### src/rtl/bin_to_bcd_seq.sv
// bin_to_bcd_seq
// Sequential binary-to-BCD converter (shift-and-add-3, one input bit per clock).
// A value is accepted over a valid/ready handshake, converted over BIN_W cycles
// and then held on the output side until the consumer takes it.
//
// Ports:
//   clk        clock, rising edge
//   rst        synchronous reset, active high
//   in_valid   bin_in carries a value
//   in_ready   converter can take a value this cycle
//   bin_in     unsigned binary input
//   out_valid  bcd_out/ovf/blank carry a result
//   out_ready  consumer takes the result
//   bcd_out    packed BCD, units digit in [3:0]
//   ovf        input did not fit in DIGITS decimal digits
//   blank      per-digit leading-zero mask for display drivers (bit 0 always 0)
module bin_to_bcd_seq #(
   parameter int unsigned BIN_W  = 12,
   parameter int unsigned DIGITS = 4
) (
   input  logic                  clk,
   input  logic                  rst,
   input  logic                  in_valid,
   output logic                  in_ready,
   input  logic [BIN_W-1:0]      bin_in,
   output logic                  out_valid,
   input  logic                  out_ready,
   output logic [4*DIGITS-1:0]   bcd_out,
   output logic                  ovf,
   output logic [DIGITS-1:0]     blank
);

   localparam int unsigned BcdW = 4 * DIGITS;
   localparam int unsigned SrW  = BcdW + BIN_W;
   localparam int unsigned CntW = $clog2(BIN_W + 1);

   typedef enum logic [1:0] {StIdle, StShift, StDone} state_e;

   state_e              state_q;
   logic [SrW-1:0]      sr_q;
   logic [CntW-1:0]     cnt_q;
   logic                ovf_acc_q;
   logic                out_valid_q;
   logic [BcdW-1:0]     bcd_q;
   logic                ovf_q;

   logic [SrW-1:0]      sr_adj;
   logic [SrW-1:0]      sr_shl;
   logic                top_bit;
   logic                accept;

   // Combinational ready so a result can be released and a new value taken on one edge.
   assign in_ready = !rst && ((state_q == StIdle) || ((state_q == StDone) && out_ready));
   assign accept   = in_valid && in_ready;

   // Add-3 correction on every BCD nibble in parallel; the BCD field sits above the
   // binary field so a single left shift moves the next binary bit into digit 0.
   always_comb begin
      sr_adj = sr_q;
      for (int i = 0; i < int'(DIGITS); i++) begin
         if (sr_q[BIN_W + 4*i +: 4] >= 4'd5) begin
            sr_adj[BIN_W + 4*i +: 4] = sr_q[BIN_W + 4*i +: 4] + 4'd3;
         end
      end
   end

   assign sr_shl  = {sr_adj[SrW-2:0], 1'b0};
   // A bit leaving the top digit is a carry worth 10^DIGITS.
   assign top_bit = sr_adj[SrW-1];

   always_ff @(posedge clk) begin
      if (rst) begin
         state_q     <= StIdle;
         sr_q        <= '0;
         cnt_q       <= '0;
         ovf_acc_q   <= 1'b0;
         out_valid_q <= 1'b0;
         bcd_q       <= '0;
         ovf_q       <= 1'b0;
      end else begin
         case (state_q)
            StIdle: begin
               if (accept) begin
                  sr_q      <= {{BcdW{1'b0}}, bin_in};
                  cnt_q     <= CntW'(BIN_W);
                  ovf_acc_q <= 1'b0;
                  state_q   <= StShift;
               end
            end
            StShift: begin
               sr_q      <= sr_shl;
               ovf_acc_q <= ovf_acc_q | top_bit;
               cnt_q     <= cnt_q - CntW'(1);
               if (cnt_q == CntW'(1)) begin
                  state_q     <= StDone;
                  out_valid_q <= 1'b1;
                  bcd_q       <= sr_shl[SrW-1 -: BcdW];
                  ovf_q       <= ovf_acc_q | top_bit;
               end
            end
            StDone: begin
               if (out_ready) begin
                  out_valid_q <= 1'b0;
                  if (accept) begin
                     sr_q      <= {{BcdW{1'b0}}, bin_in};
                     cnt_q     <= CntW'(BIN_W);
                     ovf_acc_q <= 1'b0;
                     state_q   <= StShift;
                  end else begin
                     state_q <= StIdle;
                  end
               end
            end
            default: state_q <= StIdle;
         endcase
      end
   end

   assign out_valid = out_valid_q;
   assign bcd_out   = bcd_q;
   assign ovf       = ovf_q;

   // Digit i is a leading zero when it and every digit above it are zero.
   // An overflowed value has hidden upper digits, so nothing is blanked.
   always_comb begin
      blank = '0;
      for (int i = 1; i < int'(DIGITS); i++) begin
         blank[i] = !ovf_q && ((bcd_q >> (4*i)) == '0);
      end
   end

endmodule

### config.mk
export PLATFORM = sky130hd
export DESIGN_NAME = bin_to_bcd_seq
export DESIGN_NICKNAME = d
export VERILOG_FILES = /design/src/rtl/bin_to_bcd_seq.sv
export SDC_FILE = /design/constraint.sdc
export NUM_CORES = 1
export LEC_CHECK = 0
export ABC_CLOCK_PERIOD_IN_PS = 2800
export CAP_MARGIN = 10
export CORE_AREA = 2 2 71 73
export CTS_CLUSTER_DIAMETER = 150
export CTS_CLUSTER_SIZE = 40
export DETAILED_ROUTE_END_ITERATION = 10
export DIE_AREA = 0 0 73 75
export PLACE_DENSITY = 0.77
export RECOVER_POWER = 100
export SLEW_MARGIN = 25
export SYNTH_ARGS = -nofsm -noshare
export SYNTH_HDL_FRONTEND = slang
export SYNTH_SLANG_ARGS = --single-unit
### constraint.sdc
create_clock -name clk -period 2.8 [get_ports clk]
set_input_delay 0.42 -clock clk [delete_from_list [all_inputs] [get_ports clk]]
set_output_delay 0.42 -clock clk [all_outputs]
set_load 0.05 [all_outputs]
=== Yosys cells after proc, flatten, opt, wreduce, memory -nomap -nowiden ===
Cells that the tools add are included.

* Register bits after elaboration: 53
* Output and inout bits: 23
* Input port bits: 16

* Mux-type cells: 21
* Reductions and logical operators: 19
* Bitwise gates (word level): 1
* Eq/ne operators: 6
* Order comparisons: 4
* $add $sub $neg: 5

{| class="wikitable"
|+ Operator list
! operator !! count
|-
| one-hot mux 28 bit (3 select lines) || 1
|-
| two-way mux 28 bit || 2
|-
| zero test 16 bit || 3
|-
| two-way mux 4 bit || 6
|-
| adder 4 x 2 -> 4 bit (second input constant) || 4
|-
| >= comparator 4 x 3 -> 1 bit (second input constant) || 4
|-
| one-hot mux 4 bit (3 select lines) || 1
|-
| logical AND 1 bit || 6
|-
| two-way mux 2 bit || 3
|-
| inequality test 2 bit (second input constant) || 3
|-
| one-hot mux 2 bit (3 select lines) || 1
|-
| AND reduction 3 bit || 2
|-
| two-way mux 1 bit || 5
|-
| == test 4 x 1 -> 1 bit (second input constant) || 1
|-
| AND reduction 2 bit || 2
|-
| subtractor 4 x 1 -> 4 bit (second input constant) || 1
|-
| one-hot mux 1 bit (3 select lines) || 1
|-
| nonzero test 3 bit || 1
|-
| == test 2 x 1 -> 1 bit (second input constant) || 1
|-
| == test 2 bit (second input constant) || 1
|-
| zero test 1 bit || 2
|-
| zero test 2 bit || 1
|-
| one-hot mux 1 bit (2 select lines) || 1
|-
| nonzero test 2 bit || 1
|-
| 2 further kinds || 2
|}

=== Logic depth before layout (Yosys ltp) ===
Gate-level depths: netlist of run 1.

* Depth after elaboration: 8
* Mapped depth: 7

=== Least setup slack after synthesis of run 1 ===
Ideal clock, no wire load.

* Path type: register to output
* From: register bcd_q[14] (netlist: bcd_out[14])
* To: output blank[1]
* Stages on the path, launching flop included: 4
* Setup slack: 57 ps
* Arrival time: 2323 ps
* Cells stage by stage: dfxtp_1 -> or4_1 -> nor2_1 -> and3_1

* Longest elaborated chain between the ends: 2

{| class="wikitable"
|+ Ends and longest elaborated chain
! element !! RTL line !! text
|-
| start, declared || 44 || <nowiki>logic [BcdW-1:0] bcd_q;</nowiki>
|-
| start signal, assigned || 97 || <nowiki>bcd_q <= sr_shl[SrW-1 -: BcdW];</nowiki>
|-
| zero test 16 bit || 128 || <nowiki>blank[i] = !ovf_q && ((bcd_q >> (4*i)) == '0);</nowiki>
|-
| logical AND 1 bit || 128 ||
|-
| end, declared || 30 || <nowiki>output logic [DIGITS-1:0] blank</nowiki>
|}

Every way passes these cells.

=== Worst setup path after layout of run 1 ===
Ends and elaborated chain as after synthesis.

==> results of run 1 <==
## final timing paths
path / end / startpoint / slack (ps) / depth (start not counted)
setup reg to reg: bcd_out[13] / cnt_q[0] / 440 / 5
setup / recovery: blank[1] / bcd_out[14] / 130 / 4
hold reg to reg: bcd_out[0] / bcd_out[0] / 460 / 2
hold / removal: bcd_out[0] / bcd_out[0] / 460 / 2
## sequential cells by signal, indices dropped and copies added (netlist names)
signal and flops:
sr_q 28, bcd_out 16, cnt_q 4, state_q 2, out_valid 1, ovf 1
ovf_acc_q 1
## layout make-up
type	count	area (um2)
Sequential cell	53	1061
Multi-Input combinational cell	210	1324
Inverter	12	45.04
Fill cell	432	1684
Clock buffer	7	76.32
Clock inverter	1	7.507
Timing Repair Buffer	42	395.4
Tap cell	54	67.56
## placed cells by master (no fill, tap or decap), types with 7 or more instances in the layout
cell type,n
nor3b_1,16
clkdlybuf4s50_1,15
nor3_1,10
inv_1,12
a311oi_1,12
o21ai_0,14
dlygate4sd3_1,21
ha_1,10
nor2_1,32
dfxtp_1,53
a22o_1,7
a21oi_1,18
nand2b_1,8
a21o_1,7
nand2_1,30
## logic make-up after synthesis
logic type | count (synthesis) | synth area share
buf+inv | 28 | 0.05219
mux | 4 | 0.01625
compound gates | 77 | 0.2176
other cells | 1 | 0.001476
flops | 53 | 0.4175
fa+ha+maj | 10 | 0.04924
xor+xnor | 4 | 0.01378
simple gates | 114 | 0.2319
## worst max-delay path, stage by stage (launching register included)
cell and delay, ps:
dfxtp_1 320, or4_1 520, nor2_1 160, and3_1 170, clkdlybuf4s50_1 790
## metrics by stage
step | worst slack (ps) | hold slack, ps | power, uW | utilization
after global placement | 436.7 | 450.6 | 1080 | 0.6274
after detailed placement | 401.6 | 456.4 | 1085 | 0.6274
final | 125.3 | 461.8 | 1477 | 0.6387
after global routing | 19.13 | 490.0 | 1552 | 0.6387
after CTS | 78.75 | 474.3 | 1501 | 0.6454
after floorplan | 56.61 | 436.8 | 1008 | -
## power breakdown
part           internal (uW)  switching, uW  total (uW)
registers                787           23.8         811
logic                   92.0            154         246
clock network            177            242         420
## per-layer routing
layer	track usage	up-vias	routed length, um
met5	0	-	0
met4	0.07407	0	54
met3	0.04819	4	229
met2	0.3443	52	2253
met1	0.2554	996	2507
li1	-	1097	-
==> flow_metrics.py, run 1 <==
metrics = {
    "status": {
        "status": "complete, no violations",
    },
    "finish": {
        "final_nets": 350,
        "diodes": 0,
        "final_cells": 379,
        "drive_above_1_share": 0.05846,
        "stdcell_area_um2": 2977,
        "syn2layout_area_growth_pct": 17.13,
    },
    "yosys": {
        "ys_seq_elements": 53,
        "ys_warn_count": 0,
        "async_flop_share": 0,
        "yosysMostFrequentCell": "dfxtp_1",
        "syn_inst": 291,
        "synth_flop_cell": "dfxtp_1",
        "syn_avg_cell_area_um2": 8.733,
        "ys_types": 44,
        "synth_top_area_share": 0.4175,
        "synth_edf_count": 0,
        "syn_area_um2": 2541,
        "synth_area_leader_cell": "dfxtp_1",
        "synth_area_leaders": "dfxtp_1 42%, ha_1 4.9%, nor3b_1 4.7%",
        "synth_common_cells": "53 x dfxtp_1, 31 x nor2_1, 30 x nand2_1, 18 x a21oi_1, 16 x nor3b_1",
        "synth_nets": 317,
        "seq_area_frac_synth": 0.4175,
    },
    "sta": {
        "hold_viol": 0,
        "max_slew_margin": 0.4159,
        "final.setup.tns_ps": 0,
        "finClkSkew_ps": 12.23,
        "fin_crit_sh": 0.9552,
        "rsz0062_at_grt": "false",
        "worst_slew_pin_slew_ps": 876.1,
        "maxSlewViolCount": 0,
        "setup_viol": 0,
        "fmax_ghz": 0.3739,
        "layout_min_cycle_time_ps": 2675,
    },
    "floorplan": {
        "dieHeight_um": 75,
        "io_pins": 39,
        "die_area_um2": 5475,
        "initial_core_util": 0.5452,
        "num_rows": 25,
        "fp.dieW_um": 73,
        "coreArea_um2": 4661,
    },
    "cts": {
        "numCtsBuffers": 5,
        "cts_root_buf": "clkbuf_8",
        "clock_latency_ps": 310,
        "cts-hold-fix-buffers": 0,
        "clock_path_buffers": 2,
        "cts-htree-levels": 2,
        "cts_setup_buffers": 0,
        "clk_pin_slew_ps": 90,
        "cts_resized": 0,
        "cts_sinks": 53,
        "tritoncts": "built",
    },
    "worst_setup_path": {
        "end_kind": "output pin",
        "crit_fanout": 3,
        "crit_arrival_ps": 2250,
        "startpoint_type": "register",
        "cp.required_ps": 2380,
        "critPathKind": "reg -> out",
    },
    "grt": {
        "grt_pass1_vias": 1932,
        "grt_overflow": 0,
        "grt_max_degree": 32,
        "grt_usage": 0.2041,
        "antenna_found_initial": 0,
        "grt_pass1_wl_um": 8631,
    },
    "placed_design": {
        "dp.cells": 371,
        "place_area_um2": 2924,
        "routabilityCongestion": 0.8643,
        "dp_hpwl_um": 3521,
        "io_buffers": 37,
    },
    "routing": {
        "vias_per_cell": 5.670,
        "drcViolationCount": 0,
        "ant_nets": 0,
        "wire_per_inst_um": 13.31,
        "drt_iter0_markers": 119,
        "drt-pass1-iter-count": 4,
        "routed_wl_um": 5045,
        "num_vias": 2149,
    },
    "pwr": {
        "leakage_uw": 0.001161,
        "ir_drop_uv": 313.6,
        "power_density_nw_per_um2": 496.1,
    },
    "min_path": {
        "min_path_type": "reg -> reg",
    },
    "job": {
        "drv_cap": 0,
    },
}
(Power assumes the default switching activity.)
==> inputs of run 2 (changes only) <==
--- a/config.mk
+++ b/config.mk
@@ -8,6 +8,7 @@
 export ABC_CLOCK_PERIOD_IN_PS = 2800
 export CAP_MARGIN = 10
 export CORE_AREA = 2 2 71 73
+export CTS_BUF_LIST = sky130_fd_sc_hd__clkbuf_8
 export CTS_CLUSTER_DIAMETER = 150
 export CTS_CLUSTER_SIZE = 40
 export DETAILED_ROUTE_END_ITERATION = 10
==> run 2 against run 1 <==
- die area unchanged
- non-clock buffer count is the same
- final area stayed put
- clock power down 2%
- largest cell class unchanged
- worst hold slack worse by 0.50 ps
- clock-buffer cell count fell by 2
- sequential share of layout area stayed put
- largest power group unchanged
- cell count is the same
- utilization unchanged
- via count fell by 0.33%
==> flow_metrics.py, run 2 (same netlist as run 1, synthesis figures left out) <==
metrics = {
    "routing": {
        "wire_per_inst_um": 13.26,
        "wl_met3_um": 218,
        "num_vias": 2142,
        "m1WireLength_um": 2510,
        "routed.top_layer": "met4",
        "drt_iter0_markers": 120,
        "drt-pass1-iter-count": 4,
        "routed_wl_um": 5027,
        "drcViolationCount": 0,
        "ant_nets": 0,
        "dr_wl_met2_um": 2244,
        "vias_per_cell": 5.652,
    },
    "cts": {
        "cts-hold-fix-buffers": 0,
        "cts-htree-levels": 2,
        "numCtsBuffers": 5,
        "clock_path_buffers": 2,
        "cts_sinks": 53,
        "clk_pin_slew_ps": 90,
        "cts_setup_buffers": 0,
        "cts_root_buf": "clkbuf_8",
        "clock_latency_ps": 310,
        "tritoncts": "built",
        "cts_resized": 0,
    },
    "finish": {
        "drive_above_1_share": 0.05846,
        "final_cell_mix": "53 x dfxtp_1, 32 x nor2_1, 30 x nand2_1",
        "stdcell_area_um2": 2977,
        "final_nets": 350,
        "layout_commonest_cell": "dfxtp_1",
        "largest_register": "sr_q",
        "largest_register_ffs": 28,
        "syn2layout_area_growth_pct": 17.13,
        "diodes": 0,
    },
    "sta": {
        "final.setup.tns_ps": 0,
        "setup_viol": 0,
        "finClkSkew_ps": 12.29,
        "worst_slew_pin_slew_ps": 869.0,
        "fin_crit_sh": 0.9551,
        "rsz0062_at_grt": "false",
        "fmax_ghz": 0.3739,
        "layout_min_cycle_time_ps": 2674,
        "setup_ws_ps": 125.8,
        "max_slew_margin": 0.4206,
        "hold_viol": 0,
        "maxSlewViolCount": 0,
    },
    "job": {
        "drv_cap": 0,
    },
    "worst_setup_path": {
        "crit_arrival_ps": 2250,
        "end_kind": "output pin",
        "startpoint_type": "register",
        "crit_fanout": 3,
        "cp.required_ps": 2380,
        "critPathKind": "reg -> out",
    },
    "pwr": {
        "leakage_uw": 0.001169,
        "power_density_nw_per_um2": 493.3,
        "ir_drop_uv": 313.9,
        "power.total_uw": 1468,
    },
    "placed_design": {
        "routabilityCongestion": 0.8643,
        "place_area_um2": 2924,
        "io_buffers": 37,
        "dp_hpwl_um": 3521,
        "dp_slack_ps": 401.6,
    },
    "status": {
        "status": "complete, no violations",
    },
    "grt": {
        "grt_overflow": 0,
        "grt_pass1_wl_um": 8631,
        "grt_usage": 0.2041,
        "grt_pass1_vias": 1932,
        "antenna_found_initial": 0,
        "grt_max_degree": 32,
    },
    "floorplan": {
        "coreArea_um2": 4661,
        "dieHeight_um": 75,
        "die_area_um2": 5475,
        "initial_core_util": 0.5452,
        "num_rows": 25,
        "io_pins": 39,
        "fp.dieW_um": 73,
    },
    "min_path": {
        "min_path_type": "reg -> reg",
    },
}
==> run 2: layout make-up <==
cell class / count / area [um2]
fill: 432 / 1684
sequential: 53 / 1061
multi-input combinational: 210 / 1324
tap: 54 / 67.56
clock buffer: 5 / 68.82
inverter: 12 / 45.04
timing repair buffer: 42 / 395.4
clock inverter: 3 / 15.01
==> run 2: where the power goes <==
group | internal (uW) | leakage [uW] | switching (uW)
registers | 787 | 0.000431 | 23.7
logic | 92.0 | 0.000692 | 154
clock network | 170 | 0.0000467 | 241
==> run 2: layer usage <==
metal / vias up / track usage
li1: 1095 / -
met4: 0 / 0.07407
met2: 50 / 0.3443
met5: - / 0
met3: 4 / 0.04819
met1: 993 / 0.2554
==> run 2: path summary, 6_finish.rpt <==
path	startpoint	to	slack [ps]	depth (start not counted)
min reg2reg	bcd_out[0]	bcd_out[0]	460	2
max reg2reg	cnt_q[0]	bcd_out[5]	450	5
max	bcd_out[14]	blank[1]	130	4
min	bcd_out[0]	bcd_out[0]	460	2
==> run 2: critical path, cell delays in order (launching register included) <==
cell             delay (ps)
dfxtp_1                 320
or4_1                   520
nor2_1                  160
and3_1                  170
clkdlybuf4s50_1         790
==> run 2: per-stage QoR <==
stage | instances | hold WS (ps) | util
2_1_floorplan | 291 | 436.8 | -
3_5_place_dp | 371 | 456.4 | 0.6274
5_1_grt | 379 | 490.0 | 0.6387
6_report | 379 | 461.3 | 0.6387
4_1_cts | 379 | 474.3 | 0.6454
3_3_place_gp | 371 | 450.6 | 0.6274
==> inputs of run 3 (changes only) <==
--- a/config.mk
+++ b/config.mk
@@ -7,14 +7,15 @@
 export LEC_CHECK = 0
 export ABC_CLOCK_PERIOD_IN_PS = 2800
 export CAP_MARGIN = 10
-export CORE_AREA = 2 2 71 73
+export CORE_AREA = 2 2 96 98
 export CTS_BUF_LIST = sky130_fd_sc_hd__clkbuf_8
 export CTS_CLUSTER_DIAMETER = 150
 export CTS_CLUSTER_SIZE = 40
 export DETAILED_ROUTE_END_ITERATION = 10
-export DIE_AREA = 0 0 73 75
-export PLACE_DENSITY = 0.77
+export DIE_AREA = 0 0 98 100
+export PLACE_DENSITY = 0.45
 export RECOVER_POWER = 100
+export SETUP_SLACK_MARGIN = 0.02
 export SLEW_MARGIN = 25
 export SYNTH_ARGS = -nofsm -noshare
 export SYNTH_HDL_FRONTEND = slang
==> run 3 against run 2 <==
- critical path depth decreased by 1
- sequential power about the same
- clock-buffer cell count stayed put
- wire length is 19% higher
- clock skew is 6.3 ps lower
- largest cell class unchanged
- largest power group unchanged
- highest routed layer unchanged
==> flow_metrics.py, run 3 (same netlist as run 1, synthesis figures left out) <==
metrics = {
    "status": {
        "status": "complete, no violations",
    },
    "sta": {
        "rsz0062_at_grt": "false",
        "maxSlewViolCount": 0,
        "finClkSkew_ps": 6.026,
        "fmax_ghz": 0.3845,
        "max_slew_margin": 0.3189,
        "setup_viol": 0,
        "final.setup.tns_ps": 0,
        "hold_viol": 0,
        "fin_crit_sh": 0.9288,
        "worst_slew_pin_slew_ps": 1022,
        "layout_min_cycle_time_ps": 2601,
    },
    "routing": {
        "dr_wl_met2_um": 2591,
        "ant_nets": 0,
        "routed.top_layer": "met4",
        "wire_per_inst_um": 13.74,
        "vias_per_cell": 4.867,
        "drt_iter0_markers": 78,
        "drt-pass1-iter-count": 4,
        "m1WireLength_um": 3068,
        "wl_met3_um": 260,
        "num_vias": 2127,
        "routed_wl_um": 6005,
        "drcViolationCount": 0,
    },
    "cts": {
        "cts-hold-fix-buffers": 0,
        "cts_sinks": 53,
        "numCtsBuffers": 5,
        "clock_latency_ps": 300,
        "cts_resized": 0,
        "tritoncts": "built",
        "cts-htree-levels": 2,
        "clock_path_buffers": 2,
        "cts_setup_buffers": 0,
        "clk_pin_slew_ps": 100,
        "cts_root_buf": "clkbuf_8",
    },
    "placed_design": {
        "dp_hpwl_um": 4144,
        "routabilityCongestion": 0.7019,
        "io_buffers": 37,
    },
    "min_path": {
        "min_path_type": "reg -> reg",
    },
    "worst_setup_path": {
        "end_kind": "output pin",
        "crit_arrival_ps": 2180,
        "critPathKind": "reg -> out",
        "cp.required_ps": 2380,
        "startpoint_type": "register",
        "crit_fanout": 3,
    },
    "grt": {
        "grt_pass1_vias": 2127,
        "grt_pass1_wl_um": 10500,
        "grt_max_degree": 28,
        "antenna_found_initial": 0,
        "grt_overflow": 0,
        "grt_usage": 0.1321,
    },
    "job": {
        "drv_cap": 0,
    },
    "pwr": {
        "leakage_uw": 0.001164,
        "ir_drop_uv": 188.0,
        "power.total_uw": 1478,
        "power_density_nw_per_um2": 487.5,
    },
    "finish": {
        "drive_above_1_share": 0.05828,
        "final_cell_mix": "53 x dfxtp_1, 32 x nor2_1, 30 x nand2_1",
        "layout_commonest_cell": "dfxtp_1",
        "syn2layout_area_growth_pct": 19.30,
        "largest_register_ffs": 28,
        "diodes": 0,
        "largest_register": "sr_q",
        "fillers": 947,
        "final_nets": 351,
    },
    "floorplan": {
        "die_area_um2": 9800,
        "dieHeight_um": 100,
        "num_rows": 35,
        "coreArea_um2": 8890,
        "io_pins": 39,
        "initial_core_util": 0.2859,
        "fp.dieW_um": 98,
    },
}
run 3: layer usage:
layer / track usage / up-vias
li1: - / 1099
met1: 0.1772 / 975
met2: 0.2160 / 44
met3: 0.02646 / 9
met4: 0.03953 / 0
met5: 0 / -
run 3: final timing paths:
path	cells past startpoint	to	slack (ps)	from
max	3	blank[3]	200	bcd_out[14]
min	2	bcd_out[0]	470	bcd_out[0]
max reg2reg	5	bcd_out[1]	380	cnt_q[0]
min reg2reg	2	bcd_out[0]	470	bcd_out[0]
run 3: where the power goes:
group	internal [uW]	total, uW	switching, uW	leakage [uW]
Clock	171	422	251	0.0000467
Sequential	787	811	23.8	0.000431
Combinational	85.2	245	160	0.000686
Total	1040	1480	435	0.00116
run 3: cell type report:
class,instances,area (um2),area share
clock buffers,5,68.82,0.02270
clock inverters,3,15.01,0.004953
inverters,12,45.04,0.01486
multi-input cells,210,1319,0.4350
flip-flops and latches,53,1061,0.3500
well taps,111,138.9,0.04581
repair buffers,43,384.1,0.1267
run 3: worst max-delay path: stages (launching register included):
cell           delay [ps]
dfxtp_1               330
or4_1                 520
nor2_1                140
dlygate4sd3_1         890
run 3: stage by stage:
stage / cells / setup slack [ps] / area (um2) / util / hold WS [ps]
2_1_floorplan: 291 / 56.61 / 2541 / - / 436.8
3_3_place_gp: 429 / 447.3 / 3000 / 0.3375 / 449.9
3_5_place_dp: 429 / 435.7 / 3000 / 0.3375 / 455.4
4_1_cts: 437 / 85.84 / 3084 / 0.3469 / 480.6
5_1_grt: 437 / 61.96 / 3032 / 0.3410 / 502.1
6_report: 437 / 199.4 / 3032 / 0.3410 / 472.7
